**config.mk**
```make
export PLATFORM = sky130hd
export DESIGN_NAME = writeback_pipe
export DESIGN_NICKNAME = d
export VERILOG_FILES = /design/src/rtl/writeback_pipe.sv
export SDC_FILE = /design/constraint.sdc
export NUM_CORES = 1
export LEC_CHECK = 0
export CAP_MARGIN = 20
export CORE_UTILIZATION = 43
export CTS_BUF_LIST = sky130_fd_sc_hd__clkbuf_4 sky130_fd_sc_hd__clkbuf_8
export DETAILED_ROUTE_END_ITERATION = 8
export PLACE_DENSITY_LB_ADDON = 0.12
export RECOVER_POWER = 50
export SLEW_MARGIN = 20
export SYNTH_ARGS = -nofsm -noshare
export SYNTH_HDL_FRONTEND = slang
export SYNTH_SLANG_ARGS = --single-unit
```
**constraint.sdc**
```tcl
create_clock -name clk -period 3.04 [get_ports clk]
set_input_delay 0.76 -clock clk [delete_from_list [all_inputs] [get_ports clk]]
set_output_delay 0.76 -clock clk [all_outputs]
set_load 0.02 [all_outputs]
```
**src/rtl/writeback_pipe.sv**
```systemverilog
// writeback_pipe: delays memory-read writebacks by DEPTH cycles, passes other
// writebacks straight through, and raises hold on load-use or write-port collision.
module writeback_pipe #(
  parameter int DEPTH  = 1,
  parameter int ADDR_W = 4,
  parameter int SEL_W  = 3
) (
  input  logic              clk,
  input  logic              reset,
  input  logic              stall,
  input  logic              flush,
  input  logic [ADDR_W-1:0] id_dest,
  input  logic              id_en,
  input  logic              id_en2,
  input  logic              id_memread,
  input  logic              id_ret,
  input  logic [SEL_W-1:0]  id_sel,
  input  logic [ADDR_W-1:0] id_rs1,
  input  logic [ADDR_W-1:0] id_rs2,
  output logic [ADDR_W-1:0] wb_dest,
  output logic              wb_en,
  output logic              wb_en2,
  output logic [SEL_W-1:0]  wb_sel,
  output logic              ret_p,
  output logic              hold,
  output logic [2:0]        inflight
);

  logic [DEPTH-1:0]  r_valid;
  logic [DEPTH-1:0]  r_en;
  logic [DEPTH-1:0]  r_en2;
  logic [ADDR_W-1:0] r_dest [DEPTH];
  logic [SEL_W-1:0]  r_sel  [DEPTH];
  logic              r_ret_p;

  logic [DEPTH-1:0]  w_valid_next;
  logic [DEPTH-1:0]  w_en_next;
  logic [DEPTH-1:0]  w_en2_next;
  logic [ADDR_W-1:0] w_dest_next [DEPTH];
  logic [SEL_W-1:0]  w_sel_next  [DEPTH];

  logic [DEPTH-1:0]  w_match;
  logic              w_head_valid;
  logic              w_load_use;
  logic              w_collision;
  logic              w_hold;
  logic              w_accept;
  logic [2:0]        w_count;

  genvar gi;
  generate
    for (gi = 0; gi < DEPTH; gi++) begin : g_stage
      // Stages with both enables low (store-to-pc path) never block a reader.
      assign w_match[gi] = r_valid[gi] & (r_en[gi] | r_en2[gi]) &
                           ((r_dest[gi] == id_rs1) | (r_dest[gi] == id_rs2));
      if (gi == 0) begin : g_entry
        assign w_valid_next[gi] = w_accept;
        assign w_en_next[gi]    = id_en;
        assign w_en2_next[gi]   = id_en2;
        assign w_dest_next[gi]  = id_dest;
        assign w_sel_next[gi]   = id_sel;
      end else begin : g_shift
        assign w_valid_next[gi] = r_valid[gi-1];
        assign w_en_next[gi]    = r_en[gi-1];
        assign w_en2_next[gi]   = r_en2[gi-1];
        assign w_dest_next[gi]  = r_dest[gi-1];
        assign w_sel_next[gi]   = r_sel[gi-1];
      end
    end
  endgenerate

  assign w_head_valid = r_valid[DEPTH-1];
  assign w_load_use   = |w_match;
  // The head owns the write port this cycle, so a non-load writer must replay.
  assign w_collision  = w_head_valid & (id_en | id_en2) & ~id_memread;
  assign w_hold       = ~stall & (w_load_use | w_collision);
  assign w_accept     = id_memread & ~w_hold;

  always_ff @(posedge clk or posedge reset) begin
    if (reset) begin
      r_valid <= '0;
      r_en    <= '0;
      r_en2   <= '0;
      for (int i = 0; i < DEPTH; i++) begin
        r_dest[i] <= '0;
        r_sel[i]  <= '0;
      end
    end else if (flush) begin
      r_valid <= '0;
    end else if (!stall) begin
      r_valid <= w_valid_next;
      r_en    <= w_en_next;
      r_en2   <= w_en2_next;
      for (int i = 0; i < DEPTH; i++) begin
        r_dest[i] <= w_dest_next[i];
        r_sel[i]  <= w_sel_next[i];
      end
    end
  end

  always_ff @(posedge clk or posedge reset) begin
    if (reset) begin
      r_ret_p <= 1'b0;
    end else if (flush) begin
      r_ret_p <= 1'b0;
    end else if (!stall) begin
      r_ret_p <= w_hold ? 1'b0 : id_ret;
    end
  end

  always_comb begin
    wb_dest = id_dest;
    wb_en   = 1'b0;
    wb_en2  = 1'b0;
    wb_sel  = '0;
    if (stall) begin
      wb_dest = id_dest;
    end else if (w_head_valid) begin
      wb_dest = r_dest[DEPTH-1];
      wb_en   = r_en[DEPTH-1];
      wb_en2  = r_en2[DEPTH-1];
      wb_sel  = r_sel[DEPTH-1];
    end else if (id_memread || w_hold) begin
      wb_dest = id_dest;
    end else begin
      wb_en  = id_en;
      wb_en2 = id_en2;
    end
  end

  always_comb begin
    w_count = '0;
    for (int i = 0; i < DEPTH; i++) begin
      w_count = w_count + 3'(r_valid[i]);
    end
  end

  assign hold     = w_hold;
  assign ret_p    = r_ret_p;
  assign inflight = w_count;

endmodule

```
After elaboration in Yosys (flattened, before gate mapping)
Cells that the tools add are included. Widths: inputs -> output; s select.

Register bits: 11. Output and inout port bits: 14. Word-level logic and storage cells: 40.

Bitwise logic cells: 14. Muxes and demuxes: 15. Reductions and logical operators: 2. Equal/unequal tests: 3.

Operators with widths (number): $mux 1 (11); $eq 4x4->1 (2); $mux 4 (2); $and 1x1->1 (6); $mux 3 (2); $not 1->1 (4); $or 1x1->1 (4); $ne 2x1->1 const B (1); $reduce_and 2->1 (1); $logic_or 1x1->1 (1).

Depth between registers and ports, before layout
Gate-level depths: netlist of run 1.

Depth after elaboration: 9. Gate-level depth with buffers: 4. Depth with buffers taken out: 4.

Worst setup path before layout of run 1
Ideal clock, no wire load.

Path type: input to output. From: in id_rs1[1]. To: out hold. Stages on the path: 4. Slack: 0.571 ns. Required time: 2.280 ns. Arrival: 1.709 ns. Buffers on the path: 0. Cells stage by stage: xor2_1 > nor4_2 > o221ai_2 > a21oi_1.

Longest elaborated chain between the ends: 5.

Ends and longest elaborated chain: start, declared (RTL line 18) `input logic [ADDR_W-1:0] id_rs1,`; $eq 4x4->1 (RTL line 55) `((r_dest[gi] == id_rs1) | (r_dest[gi] == id_rs2));`; $or 1x1->1 (RTL line 55); $and 1x1->1 (RTL line 54) `assign w_match[gi] = r_valid[gi] & (r_en[gi] | r_en2[gi]) &`; $or 1x1->1 (RTL line 76) `assign w_hold = ~stall & (w_load_use | w_collision);`; $and 1x1->1 (RTL line 76); end, declared (RTL line 25) `output logic hold,`.

Every way passes these cells.

Final worst setup path of run 1
From: in stall. To: out wb_sel[2].

Longest elaborated chain between the ends: 1.

Ends and longest elaborated chain: start, declared (RTL line 10) `input logic stall,`; $mux 3 (RTL line 116) `if (stall) begin`; end, declared (RTL line 23) `output logic [SEL_W-1:0] wb_sel,`.

Every way passes these cells.

==> impl_metrics.toml, run 1 <==
[setup_path]
crit_buf_inv = 3
r2r_slack_ns = 1.46
cp-start-kind = "input port"
crit_fanout = 7
r2r-end = "ret_p"
cp.arrival_ns = 2.18
worstPathRequired_ns = 2.28
crit_path_top_delay_cell = "clkdlybuf4s50_1"
path_class = "in -> out"
crit_chain = "clkdlybuf4s50_1 > nor2b_1 > buf_4 > and2_1 > clkdlybuf4s50_1"
crit_top_cell = "clkdlybuf4s50_1"
ff2ff_path_depth = 5
cp-end-kind = "primary output"
slowest_delay_ns = 0.59
critPathTopFamily = "buffers and inverters"
r2r_start = "r_dest[2]"

[floorplan]
rows = 14
ios = 37
die_h_microns = 42.0
core_area_sq_um = 1510
fp.dieW_microns = 42.0
dieArea_sq_um = 1760
start_util_pct = 45.7

[sta]
hold_viol = 0
tightestPinTransition_ns = 0.789
rsz0062_at_grt = "false"
setup_violations = 0
final_max_slew_viol_count = 0
min_period_over_period_pct = 96.7
relSlewSlack_pct = 47.2
setup_ws_ns = 0.101
skew_ns = 0.00241
fin_crit_ns = 2.94
fmax_ghz = 0.340

[grt]
grt_pass1_vias = 587
met1_usage_pct = 20.8
grt_usage_pct = 17.5
met2_usage_pct = 30.6
grt_max_degree = 12
gr-max-usage-layer = "met2"
grt_first_pass_wirelength_microns = 2340
grtUsageMet3_pct = 2.59
grt_antenna_before_repair = 0
grt-ovfl-total = 0

[finish]
drive_gt1_share_pct = 23.2
area_delta_synth_final_pct = 53.8
fill_cells = 132
diodes = 0
layout_commonest_cell = "clkdlybuf4s50_1"
multi_input_area_sq_um = 372
regArea_sq_um = 275
finalNetCount = 123
final_cell_mix = "25 x clkdlybuf4s50_1, 13 x mux2_2, 11 x dfrtp_1"

[yosys]
yosysTopAreaCell = "dfrtp_1"
syn_avg_cell_area_sq_um = 10.9
synth_flop_cell = "dfrtp_1"
yosys_warnings = 0
synth-seq-cells = 11
synthArstFlopShare_pct = 100
syn_inst = 63
synth.distinct_cells = 22
ys_top_cells_by_area = "dfrtp_1 40%, mux2_2 21%, xor2_1 10%"
ys_seq_area_share_pct = 40.0
synth_area_sq_um = 688
synth_top_area_share_pct = 40.0
synth_edf_count = 0

[hold_path]
holdCritPathClass = "reg -> reg"
min_path_cells = 1
hold_start = "r_sel[2]"
hold_end = "r_sel[2]"

[clock_network]
root_buffer = "clkbuf_4"
tritoncts = "done"
cts_buffers = 3
cts_setup_buffers = 0
htreeDepth = 1
clk-insertion-delay-late_ns = 0.26
ctsHoldBuffers = 0
clkSlewWorstSetupHoldPaths_ns = 0.06
numClockSinks = 11
max-clock-path-buffers = 2

[routing]
routed_wl_microns = 1410
drc = 0
first_pass_iters = 1
drtIter0Drc = 0
drt-wirelength-per-cell_microns = 12.3
via_per_inst = 4.98
antenna_left = 0
vias = 573

[power]
power.total_uw = 411
power.density_nw_per_um2 = 388
p_leak_uw = 0.000481
p_seq_share_pct = 45.0
swShare_pct = 28.1
clkPwrFrac_pct = 25.3
ir_worst_vdd_mv = 0.334
p_int_uw = 296
power_switching_uw = 115
pwr-share-comb_pct = 29.7

[placed_design]
pre_cts_slack_ns = -0.304
hpwl_microns = 1130
place_congestion = 0.755
portBuffers = 34

[flow_run]
maxCapViolations = 0

[outcome]
status = "finished clean"
==> what timing repair did <==
action,4_1_cts,5_1_grt
endpoints found under the hold margin,0,0
gates resized for setup,7,3
endpoints found under the setup margin,5,3
pin swaps,0,1
==> sequential cells by signal, indices dropped and copies added (netlist names) <==
register  count
r_dest        4
r_sel         3
r_en          1
r_en2         1
r_valid       1
ret_p         1
==> power groups by stage <==
| stage | sequential [uW] | combinational [uW] | clock, uW |
|---|---|---|---|
| 3_3_place_gp | 187 | 125 | 0 |
| 6_report | 185 | 122 | 104 |
| 3_5_place_dp | 188 | 127 | 0 |
| 2_1_floorplan | 183 | 74.2 | 0 |
| 4_1_cts | 185 | 125 | 108 |
| 5_1_grt | 188 | 133 | 117 |
==> worst max path at each step <==
stage / start / to / slack [ns] / depth (start not counted)
finish: stall / wb_sel[2] / 0.10 / 5
floorplan: id_rs1[1] / hold / 0.57 / 4
global route: stall / wb_sel[0] / 0.004 / 5
global placement: id_rs1[1] / hold / -0.28 / 6
detailed placement: id_rs1[1] / hold / -0.30 / 6
CTS: id_rs1[1] / hold / 0.03 / 6
==> routing by layer <==
metal  up-vias  routed length [microns]
met4         0                        0
met3         0                       90
met2        24                      695
met1       260                      626
li1        289                        -
met5         -                        0
==> through the flow <==
step	cell area [sq um]	std cells	TNS [ns]	hold slack [ns]	utilization, %
final	1060	115	0	0.501	70.3
after global routing	1060	115	0	0.519	70.3
after CTS	1070	115	0	0.507	70.8
after detailed placement	1040	111	-0.422	0.491	69.0
after global placement	1040	111	-0.471	0.480	69.0
after floorplan	692	64	0	0.472	-
==> cells in the mapped netlist (2+ instances only) <==
cell type and number:
clkbuf_1 2, a21oi_1 2, nand2_1 2, xor2_1 8
and2_1 3, nor2_1 4, dfrtp_1 11, nor4_2 2
buf_4 3, mux2_2 13, inv_1 2
==> kinds of logic after synthesis <==
group	share of synthesized area (%)
and+or+nand+nor	13.3
muxes	21.3
DFF	40.0
xor gates and xnor gates	10.2
buffers and inverters	6.18
AOI/OAI and AO/OA	8.55
other	0.545
==> area by class of cell <==
type	instances	share of cell area, %
Clock buffer	4	2.84
Multi-Input combinational cell	45	35.1
Timing Repair Buffer	37	33.5
Inverter	2	0.709
Tap cell	16	1.89
Sequential cell	11	26.0
Note: power is estimated with default switching activity, not from simulation.
==> run 2, diff against run 1 <==
--- a/config.mk
+++ b/config.mk
@@ -6,11 +6,11 @@
 export NUM_CORES = 1
 export LEC_CHECK = 0
 export CAP_MARGIN = 20
+export CORE_ASPECT_RATIO = 0.9
 export CORE_UTILIZATION = 43
 export CTS_BUF_LIST = sky130_fd_sc_hd__clkbuf_4 sky130_fd_sc_hd__clkbuf_8
 export DETAILED_ROUTE_END_ITERATION = 8
 export PLACE_DENSITY_LB_ADDON = 0.12
-export RECOVER_POWER = 50
 export SLEW_MARGIN = 20
 export SYNTH_ARGS = -nofsm -noshare
 export SYNTH_HDL_FRONTEND = slang
==> run 2 against run 1 <==
Net effect: sequential share of layout area decreased by 0.18 points; core utilization rose by 2.6 points; critical endpoint is now wb_en2; first-iteration DRC count up 8; non-clock buffer count unchanged; clock power grew 8%; cell area rose by 0.71%; via count is 0.70% higher; power up 1.9%; setup slack got worse by 0.026 ns; die area about the same; global-route usage increased by 1.7 points; critical path depth is the same.
==> impl_metrics.toml, run 2 (synthesis results as in run 1) <==
[clock_network]
max-clock-path-buffers = 2
numClockSinks = 11
ctsHoldBuffers = 0
tritoncts = "done"
clkSlewWorstSetupHoldPaths_ns = 0.07
root_buffer = "clkbuf_4"
cts_buffers = 3
clk-insertion-delay-late_ns = 0.27
htreeDepth = 1

[setup_path]
r2r_start = "r_dest[1]"
r2r_slack_ns = 1.50
cp-end-kind = "primary output"
cp.arrival_ns = 2.20
ff2ff_path_depth = 5
crit_fanout = 3
r2r-end = "ret_p"
cp-start-kind = "input port"
worstPathRequired_ns = 2.28
path_class = "in -> out"

[finish]
largest_reg_flops = 4
fin_area_sq_um = 1070
final_cell_mix = "26 x clkdlybuf4s50_1, 13 x mux2_2, 11 x dfrtp_1"
top_register = "r_dest"
layout_commonest_cell = "clkdlybuf4s50_1"
drive_gt1_share_pct = 25.3
finalNetCount = 123
reg_top3 = "r_dest (4), r_sel (3)"
area_delta_synth_final_pct = 54.9
fill_cells = 118
diodes = 0

[sta]
setup_violations = 0
rsz0062_at_grt = "false"
min_period_over_period_pct = 97.5
skew_ns = 0.00429
final_max_slew_viol_count = 0
tns_ns = 0
fmax_ghz = 0.337
whs_ns = 0.503
fin_crit_ns = 2.96
relSlewSlack_pct = 66.2
tightestPinTransition_ns = 0.506
hold_viol = 0

[power]
p_leak_uw = 0.000500
power.density_nw_per_um2 = 393
ir_worst_vdd_mv = 0.228

[floorplan]
core_area_sq_um = 1460
die_h_microns = 40.0
ios = 37
rows = 13
start_util_pct = 47.0
dieArea_sq_um = 1760
fp.dieW_microns = 44.2

[placed_design]
hpwl_microns = 1140
portBuffers = 34
place_congestion = 0.801
post_dp_cell_area_sq_um = 1040

[routing]
vias = 577
antenna_left = 0
drtIter0Drc = 8
drt-wirelength-per-cell_microns = 12.9
drc = 0
first_pass_iters = 6
routed_wl_microns = 1480
via_per_inst = 5.06

[grt]
grt_first_pass_wirelength_microns = 2330
grt-ovfl-total = 0
grt_antenna_before_repair = 0
grt_max_degree = 12
grt_pass1_vias = 560
grt_usage_pct = 19.2

[flow_run]
maxCapViolations = 0

[hold_path]
holdCritPathClass = "reg -> reg"
hold_end = "r_sel[0]"
hold_start = "r_sel[0]"
min_path_cells = 1

[outcome]
status = "finished clean"
run 2: critical path, cell delays in order:
cell and delay (ns):
clkdlybuf4s50_1 0.50, nor3b_1 0.19, a21oi_1 0.07, nor2_1 0.09, clkdlybuf4s50_1 0.60
run 2: power breakdown:
part	switching (uW)	leakage (uW)	internal, uW
logic	50.7	0.000350	71.7
registers	18.8	0.000132	166
clock network	52.5	0.0000184	59.8
run 2: worst max path at each step:
stage | startpoint | to | slack, ns | cells after the start
2_1_floorplan | id_rs1[1] | hold | 0.57 | 4
3_3_place_gp | id_rs1[1] | hold | -0.28 | 6
3_5_place_dp | id_rs1[1] | hold | -0.29 | 6
4_1_cts | id_rs1[1] | hold | 0.01 | 6
5_1_grt | id_en2 | wb_en2 | 0.02 | 5
6_report | id_en2 | wb_en2 | 0.08 | 5
run 2: area by class of cell:
cell class	instances	area (sq um)	area share (%)
Tap cell	15	18.8	1.76
Clock buffer	4	30.0	2.82
Timing Repair Buffer	37	360	33.8
Sequential cell	11	275	25.8
Multi-Input combinational cell	45	374	35.1
Inverter	2	7.51	0.704
run 2: timing repair:
| item | CTS | global route |
|---|---|---|
| endpoints found under the setup margin | 5 | 4 |
| resized for setup | 6 | 4 |
| setup buffers | 0 | 0 |
run 2: metrics by stage:
stage                     instances  power (uW)  utilization [%]  setup slack [ns]
final                           114         419             72.8            0.0750
after global routing            114         439             72.8            0.0203
after CTS                       114         425             72.6            0.0126
after detailed placement        110         315             70.9            -0.286
after global placement          110         312             70.9            -0.277
after floorplan                  64         257                -             0.571
run 2: metal layers:
metal / vias to the layer above / part of all wire [%] / global-route usage, %
met3: 2 / 6.6 / 2.70
met1: 261 / 43 / 22.4
met2: 29 / 49 / 34.2
met4: 0 / 1.2 / 11.4
li1: 285 / - / -
met5: - / 0 / 0
